==> src/rtl/pattern_generator_serial_pkg.sv <==
`default_nettype none
// ============================================================================
//  Module      : pattern_pkg
//  Description : Shared constants for the serial pattern generator: state
//                encoding, default pattern, PRBS-7 taps/seed and step function.
//  Revision    : 1.0  initial release
// ============================================================================
package pattern_pkg;

    localparam logic [1:0] C_ST_IDLE  = 2'd0;
    localparam logic [1:0] C_ST_SHIFT = 2'd1;
    localparam logic [1:0] C_ST_GAP   = 2'd2;
    localparam logic [1:0] C_ST_DONE  = 2'd3;

    typedef enum logic [1:0] {
        S_IDLE  = C_ST_IDLE,
        S_SHIFT = C_ST_SHIFT,
        S_GAP   = C_ST_GAP,
        S_DONE  = C_ST_DONE
    } state_t;

    localparam logic [4:0] C_DEFAULT_PATTERN = 5'b11011;

    // x^7 + x^6 + 1 : feedback from stages 7 and 6
    localparam logic [6:0] C_PRBS_TAPS = 7'b1100000;
    localparam logic [6:0] C_PRBS_SEED = 7'h7F;

    function automatic logic [6:0] prbs7_next(input logic [6:0] s);
        return {s[5:0], ^(s & C_PRBS_TAPS)};
    endfunction

endpackage
`default_nettype wire

==> src/rtl/pattern_generator_serial_if.sv <==
`default_nettype none
// ============================================================================
//  Module      : pattern_generator_serial_if
//  Description : Job request and serial output bundle of the pattern generator.
//  Revision    : 1.0  initial release
// ============================================================================
interface pattern_generator_serial_if #(
    parameter int PAT_W = 5,
    parameter int CNT_W = 8,
    parameter int GAP_W = 4
);
    logic             start_i;
    logic [PAT_W-1:0] pattern_i;
    logic [CNT_W-1:0] repeat_i;
    logic [GAP_W-1:0] gap_i;
    logic             abort_i;
    logic             ready_o;
    logic             busy_o;
    logic             d_o;
    logic             d_valid_o;
    logic             pattern_end_o;
    logic             done_o;

    modport master (
        output start_i, pattern_i, repeat_i, gap_i, abort_i,
        input  ready_o, busy_o, d_o, d_valid_o, pattern_end_o, done_o
    );

    modport slave (
        input  start_i, pattern_i, repeat_i, gap_i, abort_i,
        output ready_o, busy_o, d_o, d_valid_o, pattern_end_o, done_o
    );
endinterface
`default_nettype wire

==> src/rtl/pattern_generator_serial_prbs7_gen.sv <==
`default_nettype none
// ============================================================================
//  Module      : prbs7_gen
//  Description : PRBS-7 source (x^7+x^6+1) with seed reload and step enable.
//  Revision    : 1.0  initial release
// ============================================================================
module prbs7_gen
    import pattern_pkg::*;
(
    input  wire logic clk_i,
    input  wire logic rst_i,
    input  wire logic en_i,
    input  wire logic load_i,
    output logic      bit_o
);
    logic [6:0] lfsr_q;

    always_ff @(posedge clk_i or negedge rst_i) begin
        if (!rst_i) begin
            lfsr_q <= C_PRBS_SEED;
        end else if (load_i) begin
            lfsr_q <= C_PRBS_SEED;
        end else if (en_i) begin
            lfsr_q <= prbs7_next(lfsr_q);
        end
    end

    assign bit_o = lfsr_q[6];
endmodule
`default_nettype wire

==> src/rtl/pattern_generator_serial.sv <==
`default_nettype none
// ============================================================================
//  Module      : pattern_generator_serial
//  Description : Emits a PAT_W-bit pattern MSB-first, repeated N times with an
//                optional idle gap. PATTERN_GEN_PRBS_EN puts PRBS-7 on d_o in gaps.
//  Revision    : 1.0  initial release
// ============================================================================
module pattern_generator_serial
    import pattern_pkg::*;
#(
    parameter int               PAT_W       = 5,
    parameter logic [PAT_W-1:0] PAT_DEFAULT = PAT_W'(C_DEFAULT_PATTERN),
    parameter int               CNT_W       = 8,
    parameter int               GAP_W       = 4
) (
    input  wire logic                  clk_i,
    input  wire logic                  rst_i,
    pattern_generator_serial_if.slave  bus
);
    localparam int BIT_W = $clog2(PAT_W);

    state_t             state_q;
    logic [PAT_W-1:0]   pat_q;
    logic [PAT_W-1:0]   sh_q;
    logic [BIT_W-1:0]   bit_cnt_q;
    logic [CNT_W-1:0]   rep_q;
    logic [GAP_W-1:0]   gap_q;
    logic [GAP_W-1:0]   gap_cnt_q;
    logic               ready_q;
    logic               busy_q;
    logic               d_q;
    logic               d_valid_q;
    logic               pend_q;
    logic               done_q;

    logic [PAT_W-1:0]   w_pat_sel;
    logic               w_last_bit;
    logic               w_more;
    logic               w_gap_bit;

    assign w_pat_sel  = (bus.pattern_i == '0) ? PAT_DEFAULT : bus.pattern_i;
    assign w_last_bit = (bit_cnt_q == BIT_W'(PAT_W - 1));
    assign w_more     = (rep_q != CNT_W'(1));

`ifdef PATTERN_GEN_PRBS_EN
    logic w_prbs_en;
    logic w_prbs_load;

    // Step once for every gap cycle: on entry to GAP and on each GAP cycle that stays in GAP
    assign w_prbs_en = !bus.abort_i &&
                       (((state_q == S_SHIFT) && w_last_bit && w_more && (gap_q != '0)) ||
                        ((state_q == S_GAP) && (gap_cnt_q != GAP_W'(1))));
    assign w_prbs_load = (state_q == S_IDLE) && bus.start_i;

    prbs7_gen u_prbs7_gen (
        .clk_i  (clk_i),
        .rst_i  (rst_i),
        .en_i   (w_prbs_en),
        .load_i (w_prbs_load),
        .bit_o  (w_gap_bit)
    );
`else
    assign w_gap_bit = 1'b0;
`endif

    always_ff @(posedge clk_i or negedge rst_i) begin
        if (!rst_i) begin
            state_q   <= S_IDLE;
            pat_q     <= '0;
            sh_q      <= '0;
            bit_cnt_q <= '0;
            rep_q     <= '0;
            gap_q     <= '0;
            gap_cnt_q <= '0;
            ready_q   <= 1'b1;
            busy_q    <= 1'b0;
            d_q       <= 1'b0;
            d_valid_q <= 1'b0;
            pend_q    <= 1'b0;
            done_q    <= 1'b0;
        end else begin
            done_q <= 1'b0;
            pend_q <= 1'b0;
            if (bus.abort_i && (state_q != S_IDLE)) begin
                state_q   <= S_IDLE;
                ready_q   <= 1'b1;
                busy_q    <= 1'b0;
                d_q       <= 1'b0;
                d_valid_q <= 1'b0;
                bit_cnt_q <= '0;
            end else begin
                case (state_q)
                    S_IDLE: begin
                        if (bus.start_i) begin
                            pat_q     <= w_pat_sel;
                            rep_q     <= bus.repeat_i;
                            gap_q     <= bus.gap_i;
                            bit_cnt_q <= '0;
                            ready_q   <= 1'b0;
                            busy_q    <= 1'b1;
                            if (bus.repeat_i == '0) begin
                                state_q   <= S_DONE;
                                done_q    <= 1'b1;
                                d_q       <= 1'b0;
                                d_valid_q <= 1'b0;
                            end else begin
                                state_q   <= S_SHIFT;
                                d_q       <= w_pat_sel[PAT_W-1];
                                sh_q      <= {w_pat_sel[PAT_W-2:0], 1'b0};
                                d_valid_q <= 1'b1;
                            end
                        end
                    end
                    S_SHIFT: begin
                        if (w_last_bit) begin
                            rep_q     <= rep_q - 1'b1;
                            bit_cnt_q <= '0;
                            if (!w_more) begin
                                state_q   <= S_DONE;
                                done_q    <= 1'b1;
                                d_q       <= 1'b0;
                                d_valid_q <= 1'b0;
                            end else if (gap_q == '0) begin
                                // Back-to-back copy: next MSB follows the LSB with no bubble
                                d_q  <= pat_q[PAT_W-1];
                                sh_q <= {pat_q[PAT_W-2:0], 1'b0};
                            end else begin
                                state_q   <= S_GAP;
                                gap_cnt_q <= gap_q;
                                d_q       <= w_gap_bit;
                                d_valid_q <= 1'b0;
                            end
                        end else begin
                            d_q       <= sh_q[PAT_W-1];
                            sh_q      <= {sh_q[PAT_W-2:0], 1'b0};
                            bit_cnt_q <= bit_cnt_q + 1'b1;
                            pend_q    <= (bit_cnt_q == BIT_W'(PAT_W - 2));
                        end
                    end
                    S_GAP: begin
                        if (gap_cnt_q == GAP_W'(1)) begin
                            state_q   <= S_SHIFT;
                            d_q       <= pat_q[PAT_W-1];
                            sh_q      <= {pat_q[PAT_W-2:0], 1'b0};
                            d_valid_q <= 1'b1;
                        end else begin
                            gap_cnt_q <= gap_cnt_q - 1'b1;
                            d_q       <= w_gap_bit;
                        end
                    end
                    default: begin
                        state_q   <= S_IDLE;
                        ready_q   <= 1'b1;
                        busy_q    <= 1'b0;
                        d_q       <= 1'b0;
                        d_valid_q <= 1'b0;
                    end
                endcase
            end
        end
    end

    assign bus.ready_o       = ready_q;
    assign bus.busy_o        = busy_q;
    assign bus.d_o           = d_q;
    assign bus.d_valid_o     = d_valid_q;
    assign bus.pattern_end_o = pend_q;
    assign bus.done_o        = done_q;

endmodule
`default_nettype wire

==> src/flat_wrapper.sv <==
// flat-port wrapper written by rule: the top's interface ports become plain ports
module pattern_generator_serial_flat import pattern_pkg::*;
#(
    parameter int               PAT_W       = 5,
    parameter logic [PAT_W-1:0] PAT_DEFAULT = PAT_W'(C_DEFAULT_PATTERN),
    parameter int               CNT_W       = 8,
    parameter int               GAP_W       = 4
)
  (clk_i, rst_i, bus_start_i, bus_pattern_i, bus_repeat_i, bus_gap_i, bus_abort_i, bus_ready_o, bus_busy_o, bus_d_o, bus_d_valid_o, bus_pattern_end_o, bus_done_o);
  pattern_generator_serial_if #(.PAT_W(PAT_W), .CNT_W(CNT_W), .GAP_W(GAP_W)) bus_i ();
  input  wire logic clk_i;
  input  wire logic rst_i;
  input wire logic [$bits(bus_i.start_i)-1:0] bus_start_i;
  input wire logic [$bits(bus_i.pattern_i)-1:0] bus_pattern_i;
  input wire logic [$bits(bus_i.repeat_i)-1:0] bus_repeat_i;
  input wire logic [$bits(bus_i.gap_i)-1:0] bus_gap_i;
  input wire logic [$bits(bus_i.abort_i)-1:0] bus_abort_i;
  output wire logic [$bits(bus_i.ready_o)-1:0] bus_ready_o;
  output wire logic [$bits(bus_i.busy_o)-1:0] bus_busy_o;
  output wire logic [$bits(bus_i.d_o)-1:0] bus_d_o;
  output wire logic [$bits(bus_i.d_valid_o)-1:0] bus_d_valid_o;
  output wire logic [$bits(bus_i.pattern_end_o)-1:0] bus_pattern_end_o;
  output wire logic [$bits(bus_i.done_o)-1:0] bus_done_o;
  assign bus_i.start_i = bus_start_i;
  assign bus_i.pattern_i = bus_pattern_i;
  assign bus_i.repeat_i = bus_repeat_i;
  assign bus_i.gap_i = bus_gap_i;
  assign bus_i.abort_i = bus_abort_i;
  assign bus_ready_o = bus_i.ready_o;
  assign bus_busy_o = bus_i.busy_o;
  assign bus_d_o = bus_i.d_o;
  assign bus_d_valid_o = bus_i.d_valid_o;
  assign bus_pattern_end_o = bus_i.pattern_end_o;
  assign bus_done_o = bus_i.done_o;
  pattern_generator_serial #(.PAT_W(PAT_W), .PAT_DEFAULT(PAT_DEFAULT), .CNT_W(CNT_W), .GAP_W(GAP_W)) u_core (.clk_i(clk_i), .rst_i(rst_i), .bus(bus_i));
endmodule
==> config.mk <==
export PLATFORM = sky130hd
export DESIGN_NAME = pattern_generator_serial_flat
export DESIGN_NICKNAME = d
export VERILOG_FILES = /design/src/rtl/pattern_generator_serial_pkg.sv /design/src/rtl/pattern_generator_serial_if.sv /design/src/rtl/pattern_generator_serial_prbs7_gen.sv /design/src/rtl/pattern_generator_serial.sv /design/src/flat_wrapper.sv
export SDC_FILE = /design/constraint.sdc
export NUM_CORES = 1
export LEC_CHECK = 0
export CORE_MARGIN = 5
export CORE_UTILIZATION = 63
export CTS_CLUSTER_SIZE = 28
export DETAILED_ROUTE_END_ITERATION = 7
export DONT_BUFFER_PORTS = 1
export PLACE_DENSITY_LB_ADDON = 0.12
export SYNTH_ARGS = -nofsm -noshare
export SYNTH_HDL_FRONTEND = slang
export SYNTH_HIERARCHICAL = 1
export SYNTH_SLANG_ARGS = --single-unit
==> constraint.sdc <==
create_clock -name clk_i -period 2.8 [get_ports clk_i]
set_clock_uncertainty 0.15 [all_clocks]
set_input_delay 0.84 -clock clk_i [delete_from_list [all_inputs] [get_ports clk_i]]
set_output_delay 0.84 -clock clk_i [all_outputs]
set_load 0.02 [all_outputs]
# After elaboration in Yosys (flattened, before gate mapping)

Cells that the tools add are included.

Shifts and indexed selects: 0
Add/sub/neg operators: 3
Bitwise gates (word level): 1
Eq/ne operators: 20
Muxes and demuxes: 59
Div/mod/pow operators: 0
$mul: 0
Order comparisons: 0
Reductions and logical operators: 18

Operators with widths:

| kind                                             | count |
|---|---|
| two-way mux 5 bit                                | 7 |
| two-way mux 1 bit                                | 26 |
| two-way mux 4 bit                                | 4 |
| two-way mux 8 bit                                | 2 |
| case mux 8 bit (2 select lines)                  | 1 |
| case mux 5 bit (3 select lines)                  | 1 |
| two-way mux 2 bit                                | 7 |
| two-way mux 3 bit                                | 3 |
| zero test 8 bit                                  | 1 |
| != test 2 x 1 -> 1 bit, second input constant    | 4 |
| != test 2 bit, second input constant             | 4 |
| != test 8 x 1 -> 1 bit, second input constant    | 1 |
| case mux 4 bit (2 select lines)                  | 1 |
| AND reduction 4 bit                              | 2 |
| subtractor 8 x 1 -> 8 bit, second input constant | 1 |
| AND reduction 7 bit                              | 1 |
| != test 3 x 1 -> 1 bit, second input constant    | 2 |
| != test 3 bit, second input constant             | 2 |
| case mux 1 bit (2 select lines)                  | 3 |
| case mux 1 bit (3 select lines)                  | 2 |
| case mux 2 bit (3 select lines)                  | 1 |
| case mux 3 bit (2 select lines)                  | 1 |
| AND reduction 6 bit                              | 1 |
| nonzero test 2 bit                               | 3 |
| 18 further kinds                                 | 20 |

Memories kept: 0
RAM bits: 0
Logic and storage cells: 114
Bits of input ports: 21
Flip-flop bits (word level): 37
Latch bits: 0
Output and inout bits: 6
ROM bits: 0

# Longest topological paths before layout

Depth after elaboration: 6
Depth in mapped cells: 8
Depth with buffers taken out: 6

# Least setup slack after synthesis

Ideal clock, no wire load.

Path type: input to register
Start: input port bus_repeat_i[6]
End: register u_core.sh_q[1]
Path slack: 529 ps
Buffers on the path: 0
Arrival: 1,997 ps
Cell stages on the path: 4
Required time: 2,525 ps
Cell sequence: nor4_1 nand3_1 o2111ai_2 mux2_2

Longest elaborated chain between the ends: 3

Ends and longest elaborated chain:

| item                          | RTL line                        | text |
|---|---|---|
| from (decl)                   | flat_wrapper.sv:15              | `input wire logic [$bits(bus_i.repeat_i)-1:0] bus_repeat_i;` |
| zero test 8 bit               | pattern_generator_serial.sv:101 | `if (bus.repeat_i == '0) begin` |
| != test 2 bit (no line)       | --                              |  |
| AND reduction 7 bit (no line) | --                              |  |
| to (signal assigned)          | pattern_generator_serial.sv:109 | `sh_q <= {w_pat_sel[PAT_W-2:0], 1'b0};` |
| to (signal assigned)          | pattern_generator_serial.sv:126 | `sh_q <= {pat_q[PAT_W-2:0], 1'b0};` |
| to (signal assigned)          | pattern_generator_serial.sv:135 | `sh_q <= {sh_q[PAT_W-2:0], 1'b0};` |
| to (decl)                     | pattern_generator_serial.sv:24  | `logic [PAT_W-1:0] sh_q;` |

Every way passes these cells.
A chain may end at the register's enable or synchronous reset.

# Worst setup path after layout

Start: register u_core.state_q[1]
End: register u_core.rep_q[7]

Longest elaborated chain between the ends: 4

Ends and longest elaborated chain:

| item                                                        | RTL line                        | text |
|---|---|---|
| from (decl)                                                 | pattern_generator_serial.sv:22  | `state_t state_q;` |
| from (signal assigned)                                      | pattern_generator_serial.sv:68  | `state_q <= S_IDLE;` |
| from (signal assigned)                                      | pattern_generator_serial.sv:85  | `state_q <= S_IDLE;` |
| from (signal assigned)                                      | pattern_generator_serial.sv:102 | `state_q <= S_DONE;` |
| branches (longest 4 deep; another with AND reduction 4 bit) | --                              |  |
| to (signal assigned)                                        | pattern_generator_serial.sv:96  | `rep_q <= bus.repeat_i;` |
| to (signal assigned)                                        | pattern_generator_serial.sv:116 | `rep_q <= rep_q - 1'b1;` |
| to (decl)                                                   | pattern_generator_serial.sv:26  | `logic [CNT_W-1:0] rep_q;` |

Several ways; the timed one is not identified.

==> results_dict.tcl <==
set metrics [dict create \
    status "finished, final reports clean" \
    globalplace.congestion 0.9061 \
    finalNonFillerCells 288 \
    die_y_um 69.48 \
    async_reset_ff_share_pct 100.0 \
    reg2reg_slack_ns 0.47 \
    r2r_start "u_core/state_q[1]" \
    finalSetupTns_ns 0 \
    p_leak_nw 1.016 \
    vias_per_cell 6.462 \
    power_density_nw_per_um2 1014 \
    crit_fanout 13 \
    synth.avg_cell_area_um2 9.482 \
    seq_area_frac_synth_pct 40.48 \
    synth-seq-cells 36 \
    cts_tree "built" \
    finalWorstPathRequiredPeriod_ns 2.327 \
    max_freq_mhz 429.7 \
    synth_cell_types 52 \
    clk_pin_slew_ns 0.11 \
    numClockSinks 36 \
    num_rows 21 \
    grt_antenna_before_repair 0 \
    drt_first_pass_iters 4 \
    max-slew-margin-rel_pct 62.40 \
    synthTopCellsByArea "dfrtp_1, ha_1, mux2_2" \
    yosysTopAreaCellShare_pct 39.30 \
    crit_end "u_core/rep_q[7]" \
    maxSlewViolCount 0 \
    r2r_cells 6 \
    tightest_slew_ns 0.5597 \
    post_cts_resize_count 0 \
    synth-edff-count 0 \
    cts_buffer_depth 2 \
    dieWidth_um 69.48 \
    nets 273 \
    io_buffers 0 \
    drc 0 \
    drt_iter0_drc 168 \
    synth_area_leader_cell "dfrtp_1" \
    clk_latency_ns 0.34 \
    dp_hpwl_mm 3.588 \
    required_ns 2.89 \
    synth_flop_cell "dfrtp_1" \
    grt-ovfl-total 0 \
    vias 1861 \
    synthesis.area_um2 2228 \
    syn_nets 267 \
    synth_cells 235 \
    startpoint "u_core/state_q[1]" \
    wire_per_inst_um 16.76 \
    cts_setup_buffers 0 \
    layout-drive-gt1-share_pct 14.88 \
    hold_viol_final 0 \
    hold-worst-slack_ns 0.1698 \
    setup_viol 0 \
    grt_pass1_vias 1824 \
    regToRegEndpoint "u_core/rep_q[7]" \
    fin_crit_sh_pct 83.12 \
    grt_pass1_wl_mm 8.418 \
    ys_warn_count 6 \
    rsz0062_at_grt "false" \
    n_antenna_cell 0 \
    worstSetupEndpointType "flip-flop" \
    startpoint_type "flip-flop" \
    core_area_um2 3390 \
    critPathArrivalTime_ns 2.42 \
    dieArea_um2 4827 \
    htree_levels 2 \
    cts_made_buffers 5 \
    root_buffer "clkbuf_4" \
    initial_core_util_pct 65.74 \
    dp_cells 279 \
    grt_use_total_pct 21.37 \
    ios 27 \
    drv.max_cap_violation_count 0 \
    ir_drop_mv 0.5090 \
    hold_path.class "input pin to async pin" \
    area_growth_pct 6.569 \
    grt_max_degree 37 \
    wl_mm 4.828 \
    ant_nets 0 \
    worstSetupPathType "flip-flop to flip-flop" \
]
cells in the mapped netlist, drive strengths merged (2+ instances only):
cell type  instances
a21boi             2
a21o               2
a21oi             20
a221oi             4
a2bb2oi            4
a41oi              4
and3               4
buf                3
clkbuf             6
dfrtp             35
ha                11
inv               18
mux2               9
mux2i              4
nand2             13
nand3              7
nand4              2
nor2              15
nor2b              7
nor3               8
nor3b              2
nor4               4
nor4b              2
o211ai             3
o21ai             14
o22a               2
o22ai              2
or3                5
or3b               3
or4                3
how the worst min path moves through the flow:
stage / start / endpoint / cells after the start
after global placement: u_core/pat_q[4] / u_core/pat_q[4] / 1
final: rst_i / u_core/rep_q[2] / 1
after detailed placement: u_core/pat_q[0] / u_core/pat_q[0] / 2
after floorplan: u_core/pat_q[4] / u_core/pat_q[4] / 1
after global routing: rst_i / u_core/bus.ready_o / 0
after CTS: rst_i / u_core/bus.d_valid_o / 0
kinds of logic after synthesis:
logic type | after synthesis | share of synthesized area, %
multiplexers | 13 | 6.345
adder cells (fa/ha/maj) | 11 | 6.176
AO/OA/AOI/OAI | 69 | 21.84
flip-flops | 36 | 40.48
AND/OR/NAND/NOR | 79 | 20.10
buffers and inverters | 27 | 5.053
cells in the final DEF, fill, tap and decap left out, types with 4 or more instances in the layout:
cell / netlist / final
dfrtp_1: 35 / 35
a21oi_1: 19 / 19
inv_1: 18 / 18
nor2_1: 15 / 15
o21ai_0: 14 / 14
nand2_1: 13 / 13
ha_1: 11 / 11
mux2_2: 9 / 9
nor3_1: 8 / 8
nand3_1: 7 / 7
nor2b_1: 7 / 7
buf_4: 0 / 7
clkbuf_4: 0 / 5
or3_1: 5 / 5
nor4_1: 4 / 4
a221oi_1: 4 / 4
a41oi_1: 4 / 4
and3_1: 4 / 4
a2bb2oi_1: 4 / 4
mux2i_1: 4 / 4
power breakdown:
group          switching [W]  internal (W)
sequential          0.000235      0.000754
clock               0.000171      0.000119
combinational       0.000606      0.000523
total                0.00101       0.00140
final cells by class:
type	instances	area, um^2
clock buffers	6	51.30
well taps	46	57.56
clock inverters	2	10.01
fillers	270	1015
flip-flops and latches	36	902.1
inverters	18	67.56
multi-input cells	172	1214
repair buffers	8	72.57
metal layers:
| metal | GRT usage [%] | share of wire [%] |
|---|---|---|
| met5 | 0 | 0 |
| met4 | 9.111 | 2.8 |
| met3 | 7.246 | 7.7 |
| met2 | 34.53 | 48 |
| met1 | 25.87 | 42 |
through the flow:
step                cell area (um^2)  setup WS [ns]  total power (W)  util, %
floorplan                       2228         0.5287         0.001850        -
global placement                2293         0.6012         0.002049    67.66
detailed placement              2293         0.5188         0.002106    67.66
CTS                             2355         0.5026         0.002402    69.47
global route                    2375         0.3157         0.002635    70.06
finish                          2375         0.4726         0.002408    70.06
state kept, by name (all words and copies together) (netlist names):
| signal | flops |
|---|---|
| u_core/rep_q | 8 |
| u_core/gap_cnt_q | 4 |
| u_core/bit_cnt_q | 3 |
| u_core/gap_q | 4 |
| u_core/bus.ready_o | 1 |
| u_core/state_q | 2 |
| u_core/bus.d_valid_o | 1 |
| u_core/bus.busy_o | 1 |
| u_core/pat_q | 5 |
| u_core/bus.pattern_end_o | 1 |
| u_core/bus.d_o | 1 |
| u_core/sh_q | 4 |
| u_core/bus.done_o | 1 |
critical path, stage by stage, from the launching register on:
cell	delay, ns
dfrtp_1	0.44
inv_1	0.11
ha_1	0.30
a21boi_0	0.49
a21o_1	0.36
o21ba_2	0.21
o22a_1	0.17
what timing repair did:
action                     in CTS  in global routing
setup endpoints to repair       0                  0
hold endpoints to repair        0                 35
hold buffers                    0                  1
Note: power is estimated with default switching activity, not from simulation.
